[config.mk]
export PLATFORM = sky130hd
export DESIGN_NAME = match_collector
export DESIGN_NICKNAME = d
export VERILOG_FILES = /design/src/rtl/tanimoto_pkg.sv /design/src/rtl/match_collector_result_fifo.sv /design/src/rtl/match_collector.sv
export SDC_FILE = /design/constraint.sdc
export NUM_CORES = 1
export LEC_CHECK = 0
export CAP_MARGIN = 5
export CORE_MARGIN = 5
export CORE_UTILIZATION = 34
export DETAILED_ROUTE_END_ITERATION = 12
export MAX_ROUTING_LAYER = met4
export SLEW_MARGIN = 5
export SYNTH_ARGS = -nofsm -noshare
export SYNTH_HDL_FRONTEND = slang
export SYNTH_SLANG_ARGS = --single-unit
export TNS_END_PERCENT = 100
[constraint.sdc]
create_clock -name clk -period 4.9 [get_ports clk]
set_input_delay 1.225 -clock clk [delete_from_list [all_inputs] [get_ports clk]]
set_output_delay 1.225 -clock clk [all_outputs]
set_load 0.1 [all_outputs]
[src/rtl/tanimoto_pkg.sv]
// -----------------------------------------------------------------------------
// tanimoto_pkg
//   Shared definitions for the Tanimoto comparator back end.
//   - mc_state_e : match_collector FSM encoding (IDLE, RUN, DRAIN, DONE)
//   - TANIMOTO_ID_W / TANIMOTO_PAIR_W : default index and packed-pair widths
//   - pack_pair / pair_query / pair_ref : {query_id, ref_id} packing helpers,
//     also used by the host-side unpacker so both ends agree on the layout.
// -----------------------------------------------------------------------------
package tanimoto_pkg;

  localparam int TANIMOTO_ID_W   = 16;
  localparam int TANIMOTO_PAIR_W = 2 * TANIMOTO_ID_W;

  typedef logic [TANIMOTO_ID_W-1:0]   id_t;
  typedef logic [TANIMOTO_PAIR_W-1:0] pair_t;

  typedef enum logic [1:0] {
    ST_IDLE  = 2'd0,
    ST_RUN   = 2'd1,
    ST_DRAIN = 2'd2,
    ST_DONE  = 2'd3
  } mc_state_e;

  // Query index occupies the upper half, reference index the lower half.
  function automatic pair_t pack_pair(input id_t query_id, input id_t ref_id);
    return {query_id, ref_id};
  endfunction

  function automatic id_t pair_query(input pair_t pair);
    return pair[TANIMOTO_PAIR_W-1 -: TANIMOTO_ID_W];
  endfunction

  function automatic id_t pair_ref(input pair_t pair);
    return pair[TANIMOTO_ID_W-1:0];
  endfunction

endpackage

[src/rtl/match_collector_result_fifo.sv]
// -----------------------------------------------------------------------------
// result_fifo
//   Synchronous first-word-fall-through FIFO with a registered output stage.
//   The entry shown on o_data stays in the memory until it is popped, so the
//   total capacity is exactly DEPTH entries. A word pushed at edge N appears
//   on o_data/o_valid after edge N+1.
//
// Parameters
//   WIDTH : data width
//   DEPTH : number of entries, power of two, >= 2
//
// Ports
//   clk      in   rising-edge clock
//   rst      in   asynchronous active-low reset
//   i_flush  in   synchronous clear of all contents (wins over push/pop)
//   i_push   in   write request; accepted when not full or when popping
//   i_data   in   write data
//   i_pop    in   consumer handshake (o_valid & ready), removes the head
//   o_data   out  head entry (registered)
//   o_valid  out  o_data holds a valid head entry (registered)
//   o_full   out  DEPTH entries stored
//   o_empty  out  no entries stored
//   o_count  out  number of stored entries
// -----------------------------------------------------------------------------
module result_fifo #(
  parameter int WIDTH = 32,
  parameter int DEPTH = 16
) (
  input  logic                   clk,
  input  logic                   rst,
  input  logic                   i_flush,
  input  logic                   i_push,
  input  logic [WIDTH-1:0]       i_data,
  input  logic                   i_pop,
  output logic [WIDTH-1:0]       o_data,
  output logic                   o_valid,
  output logic                   o_full,
  output logic                   o_empty,
  output logic [$clog2(DEPTH):0] o_count
);

  localparam int AW = $clog2(DEPTH);
  // One extra pointer bit separates the full and empty cases.
  localparam int PW = AW + 1;

  logic [WIDTH-1:0] r_mem [DEPTH];
  logic [PW-1:0]    r_wr_ptr;
  logic [PW-1:0]    r_rd_ptr;
  logic [WIDTH-1:0] r_data;
  logic             r_valid;

  logic [PW-1:0]    w_count;
  logic [PW-1:0]    w_rd_ptr_nxt;
  logic             w_full;
  logic             w_push_ok;
  logic             w_valid_nxt;

  // Occupancy, push acceptance and next read pointer.
  always_comb begin
    w_count   = r_wr_ptr - r_rd_ptr;
    w_full    = (w_count == PW'(DEPTH));
    // When full, a same-cycle pop frees the slot the push lands in.
    w_push_ok = i_push & (~w_full | i_pop);
    if (i_pop) begin
      w_rd_ptr_nxt = r_rd_ptr + PW'(1);
    end else begin
      w_rd_ptr_nxt = r_rd_ptr;
    end
    // Only entries already in memory before this edge are presented next,
    // which gives the one-cycle push-to-output latency.
    w_valid_nxt = (r_wr_ptr != w_rd_ptr_nxt);
  end

  // Storage array; contents need no reset because the pointers qualify them.
  always_ff @(posedge clk) begin
    if (w_push_ok && !i_flush) begin
      r_mem[r_wr_ptr[AW-1:0]] <= i_data;
    end
  end

  // Read and write pointers.
  always_ff @(posedge clk or negedge rst) begin
    if (!rst) begin
      r_wr_ptr <= {PW{1'b0}};
      r_rd_ptr <= {PW{1'b0}};
    end else if (i_flush) begin
      r_wr_ptr <= {PW{1'b0}};
      r_rd_ptr <= {PW{1'b0}};
    end else begin
      if (w_push_ok) begin
        r_wr_ptr <= r_wr_ptr + PW'(1);
      end
      r_rd_ptr <= w_rd_ptr_nxt;
    end
  end

  // Registered head stage; reloading an unpopped head keeps it stable.
  always_ff @(posedge clk or negedge rst) begin
    if (!rst) begin
      r_valid <= 1'b0;
      r_data  <= {WIDTH{1'b0}};
    end else if (i_flush) begin
      r_valid <= 1'b0;
      r_data  <= {WIDTH{1'b0}};
    end else begin
      r_valid <= w_valid_nxt;
      if (w_valid_nxt) begin
        r_data <= r_mem[w_rd_ptr_nxt[AW-1:0]];
      end
    end
  end

  assign o_data  = r_data;
  assign o_valid = r_valid;
  assign o_full  = w_full;
  assign o_empty = (w_count == {PW{1'b0}});
  assign o_count = w_count;

endmodule

[src/rtl/match_collector.sv]
// -----------------------------------------------------------------------------
// match_collector
//   Collects comparator results, tracks the (query, reference) pair of each
//   result (references are the inner loop) and buffers the index pairs of
//   matches in result_fifo, which drains over a valid/ready stream.
//
// Optional feature: define MATCH_COLLECTOR_CNT_EN to add the o_MatchCnt
// saturating match counter. Without it the port and counter are absent.
//
// Parameters
//   ID_WIDTH   : width of the query and reference indices
//   FIFO_DEPTH : result FIFO entries (power of two, >= 2)
//
// Ports
//   clk          in   rising-edge clock
//   rst          in   asynchronous active-low reset
//   i_Start      in   pulse that (re)starts a run
//   i_RefCount   in   references per query, sampled at i_Start
//   i_QueryCount in   number of queries, sampled at i_Start
//   i_Valid      in   comparator result strobe
//   i_Match      in   comparator result bit
//   o_Data       out  {query_id, ref_id} of a match
//   o_Valid      out  o_Data valid
//   i_Ready      in   downstream accepts o_Data
//   o_Overflow   out  sticky: a match was dropped on a full FIFO
//   o_Done       out  all results counted and FIFO drained
//   o_MatchCnt   out  matches in the run (MATCH_COLLECTOR_CNT_EN only)
// -----------------------------------------------------------------------------
module match_collector
  import tanimoto_pkg::*;
#(
  parameter int ID_WIDTH   = 16,
  parameter int FIFO_DEPTH = 16
) (
  input  logic                  clk,
  input  logic                  rst,
  input  logic                  i_Start,
  input  logic [ID_WIDTH-1:0]   i_RefCount,
  input  logic [ID_WIDTH-1:0]   i_QueryCount,
  input  logic                  i_Valid,
  input  logic                  i_Match,
  output logic [2*ID_WIDTH-1:0] o_Data,
  output logic                  o_Valid,
  input  logic                  i_Ready,
  output logic                  o_Overflow,
  output logic                  o_Done
`ifdef MATCH_COLLECTOR_CNT_EN
  ,
  output logic [31:0]           o_MatchCnt
`endif
);

  localparam int PW = $clog2(FIFO_DEPTH) + 1;
  localparam logic [ID_WIDTH-1:0] ID_ZERO = {ID_WIDTH{1'b0}};
  localparam logic [ID_WIDTH-1:0] ID_ONE  = ID_WIDTH'(1);

  mc_state_e             r_state;
  mc_state_e             w_state_nxt;

  logic [ID_WIDTH-1:0]   r_ref_cnt;
  logic [ID_WIDTH-1:0]   r_query_cnt;
  logic [ID_WIDTH-1:0]   r_ref_id;
  logic [ID_WIDTH-1:0]   r_query_id;
  logic                  r_overflow;
  logic                  r_done;

  logic                  w_result;
  logic                  w_last_ref;
  logic                  w_last_qry;
  logic                  w_final;
  logic                  w_push;
  logic                  w_pop;
  logic                  w_drop;
  logic                  w_zero_run;
  logic                  w_drain_done;

  logic [2*ID_WIDTH-1:0] w_fifo_data;
  logic                  w_fifo_valid;
  logic                  w_fifo_full;
  logic                  w_fifo_empty;
  logic [PW-1:0]         w_fifo_count;

  // Result qualification and FIFO handshake decode.
  always_comb begin
    // A result coincident with i_Start belongs to no run and is ignored.
    w_result     = i_Valid & (r_state == ST_RUN) & ~i_Start;
    w_last_ref   = (r_ref_id == (r_ref_cnt - ID_ONE));
    w_last_qry   = (r_query_id == (r_query_cnt - ID_ONE));
    w_final      = w_result & w_last_ref & w_last_qry;
    w_push       = w_result & i_Match;
    w_pop        = w_fifo_valid & i_Ready;
    w_drop       = w_push & w_fifo_full & ~w_pop;
    w_zero_run   = (i_RefCount == ID_ZERO) | (i_QueryCount == ID_ZERO);
    // Nothing is pushed in DRAIN, so the FIFO is empty after this edge when
    // it is empty now or its last entry is being popped.
    w_drain_done = w_fifo_empty | ((w_fifo_count == PW'(1)) & w_pop);
  end

  // FSM next-state logic; i_Start restarts from any state.
  always_comb begin
    w_state_nxt = r_state;
    if (i_Start) begin
      if (w_zero_run) begin
        w_state_nxt = ST_DRAIN;
      end else begin
        w_state_nxt = ST_RUN;
      end
    end else begin
      case (r_state)
        ST_IDLE: begin
          w_state_nxt = ST_IDLE;
        end
        ST_RUN: begin
          if (w_final) begin
            w_state_nxt = ST_DRAIN;
          end else begin
            w_state_nxt = ST_RUN;
          end
        end
        ST_DRAIN: begin
          if (w_drain_done) begin
            w_state_nxt = ST_DONE;
          end else begin
            w_state_nxt = ST_DRAIN;
          end
        end
        ST_DONE: begin
          w_state_nxt = ST_DONE;
        end
        default: begin
          w_state_nxt = ST_IDLE;
        end
      endcase
    end
  end

  // FSM state register.
  always_ff @(posedge clk or negedge rst) begin
    if (!rst) begin
      r_state <= ST_IDLE;
    end else begin
      r_state <= w_state_nxt;
    end
  end

  // Run lengths and (query, reference) index counters.
  always_ff @(posedge clk or negedge rst) begin
    if (!rst) begin
      r_ref_cnt   <= ID_ZERO;
      r_query_cnt <= ID_ZERO;
      r_ref_id    <= ID_ZERO;
      r_query_id  <= ID_ZERO;
    end else if (i_Start) begin
      r_ref_cnt   <= i_RefCount;
      r_query_cnt <= i_QueryCount;
      r_ref_id    <= ID_ZERO;
      r_query_id  <= ID_ZERO;
    end else if (w_result) begin
      if (w_last_ref) begin
        r_ref_id <= ID_ZERO;
        // Wrap the query index on the final result so it never reaches
        // QueryCount.
        if (w_last_qry) begin
          r_query_id <= ID_ZERO;
        end else begin
          r_query_id <= r_query_id + ID_ONE;
        end
      end else begin
        r_ref_id <= r_ref_id + ID_ONE;
      end
    end
  end

  // Sticky overflow flag, cleared only by a new run.
  always_ff @(posedge clk or negedge rst) begin
    if (!rst) begin
      r_overflow <= 1'b0;
    end else if (i_Start) begin
      r_overflow <= 1'b0;
    end else if (w_drop) begin
      r_overflow <= 1'b1;
    end
  end

  // Registered completion flag, one edge behind the DONE state.
  always_ff @(posedge clk or negedge rst) begin
    if (!rst) begin
      r_done <= 1'b0;
    end else begin
      r_done <= (r_state == ST_DONE) & ~i_Start;
    end
  end

`ifdef MATCH_COLLECTOR_CNT_EN
  logic [31:0] r_match_cnt;

  // Saturating count of all matches in the run, dropped ones included.
  always_ff @(posedge clk or negedge rst) begin
    if (!rst) begin
      r_match_cnt <= 32'd0;
    end else if (i_Start) begin
      r_match_cnt <= 32'd0;
    end else if (w_push && (r_match_cnt != 32'hFFFF_FFFF)) begin
      r_match_cnt <= r_match_cnt + 32'd1;
    end
  end

  assign o_MatchCnt = r_match_cnt;
`endif

  result_fifo #(
    .WIDTH (2 * ID_WIDTH),
    .DEPTH (FIFO_DEPTH)
  ) u_result_fifo (
    .clk     (clk),
    .rst     (rst),
    .i_flush (i_Start),
    .i_push  (w_push),
    .i_data  ({r_query_id, r_ref_id}),
    .i_pop   (w_pop),
    .o_data  (w_fifo_data),
    .o_valid (w_fifo_valid),
    .o_full  (w_fifo_full),
    .o_empty (w_fifo_empty),
    .o_count (w_fifo_count)
  );

  assign o_Data     = w_fifo_data;
  assign o_Valid    = w_fifo_valid;
  assign o_Overflow = r_overflow;
  assign o_Done     = r_done;

endmodule

Word-level counts from Yosys, hierarchy flattened
Memory sizes are Yosys's and may differ from the RTL's.
Cells that the tools add are included.

storage, ports and cells
  bits in registers = 111
  bits in latches = 0
  memories kept = 1
  bits in read-only memories = 0
  RAM bits = 512
  input port bits = 38

cells by class
  eq/ne operators = 8
  $lt $le $gt $ge = 0
  multiply operators = 0
  divide/modulo/power cells = 0
  add/subtract/negate cells = 7
  muxes and demuxes = 23
  shift operators = 0
  reductions and logical operators = 12
  bitwise gates (word level) = 17

memories
  memory               depth  width  read ports  clocked after memory_dff  write ports  line                               RTL
  u_result_fifo.r_mem  16     32     1           0                         1            match_collector_result_fifo.sv:46  logic [WIDTH-1:0] r_mem [DEPTH];

operators with widths
  kind                                                 number
  two-way mux 16 bit                                   7
  two-way mux 32 bit                                   2
  adder 16 x 1 -> 16 bit (second input constant)       2
  == test 16 bit                                       2
  logical NOT 16 bit                                   2
  subtractor 16 x 1 -> 16 bit (second input constant)  2
  two-way mux 5 bit                                    4
  AND 1 bit                                            11
  adder 5 x 1 -> 5 bit (second input constant)         2
  nonzero test 2 bit                                   5
  case mux 2 bit (4 select lines)                      1
  two-way mux 1 bit                                    6
  two-way mux 2 bit                                    3
  == test 5 x 1 -> 1 bit (second input constant)       1
  == test 5 bit (second input constant)                1
  logical NOT 5 bit                                    1
  inequality test 5 bit                                1
  subtractor 5 bit                                     1
  == test 2 bit (second input constant)                2
  inverter 1 bit                                       3
  bitwise OR 1 bit                                     3
  == test 2 x 1 -> 1 bit (second input constant)       1
  logical NOT 2 bit                                    1
  AND reduction 2 bit                                  1
  other kinds (2)                                      2

Longest topological paths before layout
Gate-level depths: netlist of the first run.

  word-level depth = 8
  gate-level depth with buffers = 11
  gate-level depth less buffers = 11

Cells and area by module
A second synthesis of the first run with hierarchy kept.

unflattened totals
  cell total of the unflattened synthesis = 2131
  area, all modules = 31512.7 um^2

modules (own cells, without submodules)
  module           times used  area each (um^2)  cells an instance
  result_fifo      1           27148.5           1677
  match_collector  1           4364.2            454

Worst setup path before layout of the first run
No wires, ideal clock.

  path kind = input -> register
  start point = input port i_Valid
  end point = memory u_result_fifo.r_mem[3][0], enable pin
  stages on the path = 6
  arrival = 4.640 ns
  data required time = 4.439 ns
  path buffers = 1
  setup slack = -0.201 ns
  path through = and3b_1 > buf_1 > nand3_1 > a41oi_1 > nand2_1 > nor3_1

between the ends
  cells in the longest elaborated chain, start to end = 7

RTL lines
  item                                     line                               RTL
  from (decl)                              match_collector.sv:40              input logic i_Valid,
  AND 1 bit (2 in series)                  match_collector.sv:86              w_result = i_Valid & (r_state == ST_RUN) & ~i_Start;
  AND 1 bit                                match_collector.sv:90              w_push = w_result & i_Match;
  AND 1 bit                                match_collector_result_fifo.sv:63  w_push_ok = i_push & (~w_full | i_pop);
  logical AND 1 bit                        match_collector_result_fifo.sv:76  if (w_push_ok && !i_flush) begin
  two-way mux 1 bit                        match_collector_result_fifo.sv:76
  two-way mux 1 bit (implied by the code)  match_collector_result_fifo.sv:77  r_mem[r_wr_ptr[AW-1:0]] <= i_data;
  to (decl)                                match_collector_result_fifo.sv:46

Every way passes these cells.

Final worst setup path of the first run
  start point = register r_ref_cnt[0]
  end point = register r_query_id[6]

between the ends
  cells in the longest elaborated chain, start to end = 4

RTL lines
  item                                  line                    RTL
  from (decl)                           match_collector.sv:60   logic [ID_WIDTH-1:0] r_ref_cnt;
  from (signal assigned)                match_collector.sv:154  r_ref_cnt <= i_RefCount;
  subtractor 16 x 1 -> 16 bit           match_collector.sv:87   w_last_ref = (r_ref_id == (r_ref_cnt - ID_ONE));
  == test 16 bit                        match_collector.sv:87
  nonzero test 2 bit (no source line)   -
  AND reduction 2 bit (no source line)  -
  to (signal assigned)                  match_collector.sv:166  r_query_id <= r_query_id + ID_ONE;
  to (decl)                             match_collector.sv:63   logic [ID_WIDTH-1:0] r_query_id;

Every way passes these cells.
A chain may end at the register's enable or synchronous reset.

==> impl_metrics.csv, run 1 <==
group,metric,value,unit
critical_path,critical_path.max_fanout,11,
global_route,antenna_found_initial,2,
flow_run,max-cap-violations,0,
global_route,first_global_vias,17490,
placement,placed_area,28800,µm²
global_route,grt_max_degree,95,
cts,post_cts_buffers,0,
global_route,grt_overflow,0,
cts,clockBufferDepth,3,
die,io_pins,73,
layout,drive_gt1_frac,0.0949,
timing,tightestPinTransition,1080,ps
layout,n_fill_cell,7116,
placement,place_congestion,0.834,
run_status,status,"completed",
pwr,combPwrFrac,0.077,
timing,skew,15.9,ps
pwr,powerDensity,382,nW/µm²
pwr,irDropWorstVdd,280,µV
critical_path,start_kind,"register",
timing,maxSlewViolCount,0,
detailed_routing,drtIter0Drc,1624,
detailed_routing,viasPerCell,5.36,
timing,maxSlewHeadroom,0.282,
critical_path,path_delay_family,"simple AND/OR/NAND/NOR gates",
die,die_area,83400,µm²
timing,max_freq,260,MHz
pwr,power.switching,0.00277,W
cts,clk_pin_slew,60,ps
layout,nets,2263,
detailed_routing,wl_per_cell,21.4,µm
die,die_w,289,µm
cts,cts_tree,"built",
placement,portBuffers,72,
timing,grt_setup_unrepaired,"false",
global_route,track_usage,0.172,
logic_synthesis,syn_inst,2165,
detailed_routing,ant_nets,0,
global_route,grt_pass1_wl,107,mm
logic_synthesis,synth_edf_count,512,
logic_synthesis,syn-cell-area,26400,µm²
pwr,p_leak,11.2,nW
logic_synthesis,synthDistinctLibCells,74,
timing,finalSetupTns,0,ps
critical_path,crit_slowest_cell,"or4_1",
detailed_routing,vias,17716,
logic_synthesis,synthTopCellsByCount,"nand2_1 (584), edfxtp_1 (512), nand3_1 (152)",
pwr,power_frac_clock,0.432,
cts,cts_buffers,67,
critical_path,path_cells,"inv_1 -> ha_1 -> or4b_4 -> and4b_2 -> mux2i_1 -> or3b_4 -> a211oi_4 -> nand4_1 -> or4_1 -> nand3_1",
logic_synthesis,synth_area_leaders,"edfxtp_1 (58%), dfrtp_1 (11%), nand2_1 (8.3%)",
pwr,power_switching_share,0.233,
die,die_h,289,µm
detailed_routing,first_pass_iters,6,
cts,ctsResizeCount,0,
critical_path,max_stage_delay,660,ps
critical_path,crit_required,5430,ps
logic_synthesis,ys_warn_count,0,
logic_synthesis,synth_seq_area_share,0.687,
pwr,p_int,0.00909,W
cts,hold_buffers,0,
cts,cts_root_buffer,"clkbuf_16",
die,rows,102,
critical_path,crit_buf_inv,1,
logic_synthesis,synth.avg_cell_area,12.2,µm²
critical_path,crit_type,"reg -> reg",
critical_path,crit_path_end_kind,"register",
pwr,seq_power_share,0.491,
logic_synthesis,synth_flop_cell,"edfxtp_1",
timing,finalSetupViolCount,0,
logic_synthesis,synth_top_area_share,0.582,
placement,dpl.hpwl,37.6,mm
hold_path,hold_class,"reg -> reg",
die,coreArea,77200,µm²
cts,cts_max_level,3,
layout,finish.instance_area,31100,µm²
logic_synthesis,ys_async_sr_fraction,0.178,
die,start_util,0.342,
cts,clkLatencyLatePin,600,ps
detailed_routing,drt-total-wl,70.8,mm
logic_synthesis,synth_nets,2217,
logic_synthesis,yosysMostFrequentCell,"nand2_1",
logic_synthesis,yosys.area.top_type,"edfxtp_1",
layout,area_delta_synth_final,17.6,%
timing,period_share,0.786,
logic_synthesis,synth_seq_cells,623,
timing,hold_viol_final,0,
cts,cts.sinks,623,
critical_path,rrSetupSlack,1050,ps
timing,min_period,3850,ps
critical_path,crit_arrival,4380,ps
detailed_routing,drc,0,
pwr,finalPower,0.0119,W
## flip-flops by register name (all words and copies together), names as in the netlist, 5 cells and up
name	count
r_query_cnt	16
r_query_id	16
r_ref_cnt	16
r_ref_id	16
u_result_fifo.o_data	32
u_result_fifo.r_mem	512
u_result_fifo.r_rd_ptr	5
u_result_fifo.r_wr_ptr	5
## worst register-to-register path, cell delays in order, from the launching register on
cell and delay [ps]:
dfrtp_1 430, inv_1 100, ha_1 200, or4b_4 520, and4b_2 370, mux2i_1 100, or3b_4 420, a211oi_4 360
nand4_1 530, or4_1 660, nand3_1 100
## stage by stage
step                setup slack [ps]   util  hold WS [ps]  std cells
global placement                 954  0.373           499       3182
finish                          1050  0.402           509       3306
CTS                             1110  0.402           518       3305
detailed placement               787  0.373           497       3182
floorplan                        653      -           493       2165
global route                     888  0.402           557       3306
## logic make-up after synthesis
family,Yosys count,share of synthesized area
buffers and inverters,164,0.0243
AND/OR/NAND/NOR,987,0.167
AO/OA/AOI/OAI,288,0.0821
multiplexers,30,0.0126
XOR/XNOR,59,0.0196
flip-flops,623,0.687
adder cells (fa/ha/maj),14,0.00692
## final cells by class
type	instances	area, µm²	share of cell area
diodes	1	2.50	0.0000806
well taps	1040	1300	0.0419
clock inverters	34	370	0.0119
clock buffers	89	1860	0.0599
repair buffers	120	1480	0.0477
inverters	21	78.8	0.00254
multi-input cells	1378	7810	0.251
flip-flops and latches	623	18200	0.585
## power by group through the flow
stage	combinational [W]	clock [W]	sequential, W
2_1_floorplan	0.000440	0	0.00609
3_3_place_gp	0.000903	0	0.00594
3_5_place_dp	0.000918	0	0.00594
4_1_cts	0.000921	0.00521	0.00583
5_1_grt	0.000992	0.00544	0.00583
6_report	0.000915	0.00512	0.00583
## layer usage
layer  up-vias  global-route usage  share of wire
met2       659               0.280           0.49
met1      8904               0.225           0.42
met5         -                   -              0
met3        92              0.0284          0.070
met4         0              0.0481          0.021
li1       8061                   -              -
## worst paths after layout
kind	cells past startpoint	from	end
hold reg to reg	2	o_Overflow	o_Overflow
setup / recovery	10	r_ref_cnt[0]	r_query_id[6]
hold / removal	2	o_Overflow	o_Overflow
min in group asynchronous	1	rst	u_result_fifo.o_valid
max in group asynchronous	2	rst	u_result_fifo.r_wr_ptr[3]
setup reg to reg	10	r_ref_cnt[0]	r_query_id[6]
## layout by cell type, fill, tap and decap left out, types with 17 or more instances in the layout
master / instances
o21ai_0: 26
nand2_1: 584
buf_4: 17
a311oi_1: 97
mux2_2: 26
inv_1: 21
clkdlybuf4s50_1: 70
xnor2_1: 27
nand3_1: 152
a211o_1: 36
and3_1: 76
a21oi_1: 42
dfrtp_1: 111
a31oi_1: 34
clkbuf_16: 69
buf_12: 32
xor2_1: 28
edfxtp_1: 512
nor4_1: 20
nor2_1: 54
Note: power is estimated with default switching activity, not from simulation.
==> run 2: changes to the inputs <==
==> constraint.sdc (replaced) <==
create_clock -name clk -period 3.43 [get_ports clk]
set_input_delay 0.8575 -clock clk [delete_from_list [all_inputs] [get_ports clk]]
set_output_delay 0.8575 -clock clk [all_outputs]
set_load 0.1 [all_outputs]
==> impl_metrics.csv, run 2 (synthesized netlist as in run 1, its figures left out) <==
group,metric,value,unit
run_status,status,"completed",
critical_path,rrSetupSlack,150,ps
critical_path,crit_path_end_kind,"register",
layout,fin_cells,3419,
die,rows,102,
detailed_routing,viasPerCell,5.29,
timing,finalSetupViolCount,0,
critical_path,r2r_cells,11,
critical_path,crit_required,3720,ps
placement,place_congestion,0.822,
timing,min_period,3280,ps
critical_path,cp.depth,11,
die,die_h,289,µm
critical_path,critical_path.max_fanout,9,
global_route,grt_overflow,0,
global_route,first_global_vias,17705,
critical_path,cp-startpoint,"u_result_fifo.r_wr_ptr[0]",
pwr,powerDensity,532,nW/µm²
placement,portBuffers,72,
critical_path,timing.rr.start,"u_result_fifo.r_wr_ptr[0]",
timing,maxSlewViolCount,0,
critical_path,path_delay_family,"simple AND/OR/NAND/NOR gates",
global_route,grt_pass1_wl,108,mm
layout,drive_gt1_frac,0.157,
critical_path,path_cells,"inv_1 -> ha_1 -> fa_1 -> nor2b_1 -> o21ai_0 -> nand2b_1 -> xnor2_1 -> a41oi_2 -> nand2_1 -> nor3_4 -> buf_4",
cts,cts.sinks,623,
critical_path,crit_buf_inv,2,
detailed_routing,highest_layer,"met4",
critical_path,crit_slowest_cell,"dfrtp_1",
hold_path,hold_class,"in -> async",
global_route,grt_max_degree,82,
global_route,track_usage,0.174,
placement,place_ws,-107,ps
layout,num_antenna_cells,0,
detailed_routing,wl_per_cell,21.1,µm
detailed_routing,vias,18070,
critical_path,max_stage_delay,420,ps
pwr,p_leak,12.0,nW
placement,dpl.hpwl,42.5,mm
layout,final_common_cell,"nand2_1",
detailed_routing,ant_nets,0,
die,die_w,289,µm
layout,nets,2375,
timing,max_freq,305,MHz
die,io_pins,73,
detailed_routing,drc,0,
detailed_routing,wl_met2,34.9,mm
detailed_routing,met1_length,31.2,mm
layout,area_delta_synth_final,21.6,%
cts,cts_buffers,69,
timing,hold_viol_final,0,
layout,n_fill_cell,7041,
global_route,antenna_found_initial,0,
critical_path,crit_arrival,3570,ps
cts,clkLatencyLatePin,620,ps
detailed_routing,wl_met3,4.15,mm
detailed_routing,drtIter0Drc,1548,
die,die_area,83400,µm²
timing,tightestPinTransition,927,ps
layout,finish.instance_area,32100,µm²
timing,maxSlewHeadroom,0.382,
critical_path,crit_type,"reg -> reg",
timing,timing.final.ws_setup,151,ps
flow_run,max-cap-violations,0,
critical_path,reg2reg_to,"u_result_fifo.r_mem[0][23]",
critical_path,start_kind,"register",
critical_path,cp-endpoint,"u_result_fifo.r_mem[0][23]",
layout,final_cell_mix,"nand2_1 (584), edfxtp_1 (512), nand3_1 (152)",
die,coreArea,77200,µm²
layout,largest_reg_flops,512,
detailed_routing,first_pass_iters,5,
die,start_util,0.342,
timing,period_share,0.956,
cts,cts_root_buffer,"clkbuf_16",
cts,clk_pin_slew,60,ps
placement,placed_area,29700,µm²
cts,cts_max_level,3,
pwr,irDropWorstVdd,439,µV
placement,dp_cells,3287,
timing,grt_setup_unrepaired,"true",
cts,clockBufferDepth,3,
timing,skew,19.0,ps
cts,cts_tree,"built",
detailed_routing,drt-total-wl,72.3,mm
-- run 2: changes by cell type in the layout (fill, tap and decap cells not counted), sizes merged --
cell,before,now
clkbuf,89,96
bufinv,7,5
clkinv,21,18
clkinvlp,1,4
clkdlybuf4s50,70,35
buf,50,194
diode,1,0
-- run 2: area by class of cell --
type / instances / area [µm²] / area share
flip-flops and latches: 623 / 18200 / 0.565
multi-input cells: 1378 / 7860 / 0.245
repair buffers: 230 / 2440 / 0.0759
clock buffers: 95 / 1920 / 0.0597
well taps: 1040 / 1300 / 0.0405
clock inverters: 32 / 360 / 0.0112
inverters: 21 / 78.8 / 0.00245
-- run 2: worst min-delay path by stage --
| stage | startpoint | end | slack, ps | cells past startpoint |
|---|---|---|---|---|
| detailed placement | u_result_fifo.o_data[0] | u_result_fifo.o_data[0] | 520 | 2 |
| finish | rst | r_ref_cnt[3] | 370 | 1 |
| CTS | rst | u_result_fifo.o_data[7] | 400 | 1 |
| floorplan | r_state[0] | o_Done | 490 | 1 |
| global route | rst | u_result_fifo.o_data[7] | 440 | 1 |
| global placement | u_result_fifo.o_data[17] | u_result_fifo.o_data[17] | 510 | 2 |
-- run 2: per-layer routing --
metal,up-vias,track usage
li1,8297,-
met1,9078,0.230
met2,573,0.283
met3,122,0.0280
met4,0,0.0480
met5,-,-
-- run 2: through the flow --
stage          setup TNS [ps]  power [W]  hold WS, ps   util
3_5_place_dp             -626    0.00986          517  0.385
6_report                    0     0.0171          373  0.416
3_3_place_gp             -282    0.00984          515  0.385
4_1_cts                     0     0.0172          395  0.414
5_1_grt                 -1410     0.0177          443  0.416
2_1_floorplan          -83490    0.00933          493      -
-- run 2: where the power goes --
group	switching (W)	internal, W	leakage [nW]
Sequential	0.000100	0.00819	6.08
Clock	0.00304	0.00434	1.11
Combinational	0.000924	0.000484	4.77
-- run 2: what timing repair did --
item | in CTS | in global routing
buffers inserted | 0 | 3
hold buffers | 0 | 0
resized for setup | 1 | 13
gates cloned | 0 | 2
setup endpoints to repair | 8 | 106
hold endpoints to repair | 0 | 0
pin swaps | 0 | 3
-- run 2: worst register-to-register path, cell delays in order (launching register included) --
cell,delay (ps)
dfrtp_1,420
inv_1,130
ha_1,230
fa_1,390
nor2b_1,150
o21ai_0,90
nand2b_1,90
xnor2_1,120
a41oi_2,350
nand2_1,370
nor3_4,320
buf_4,310
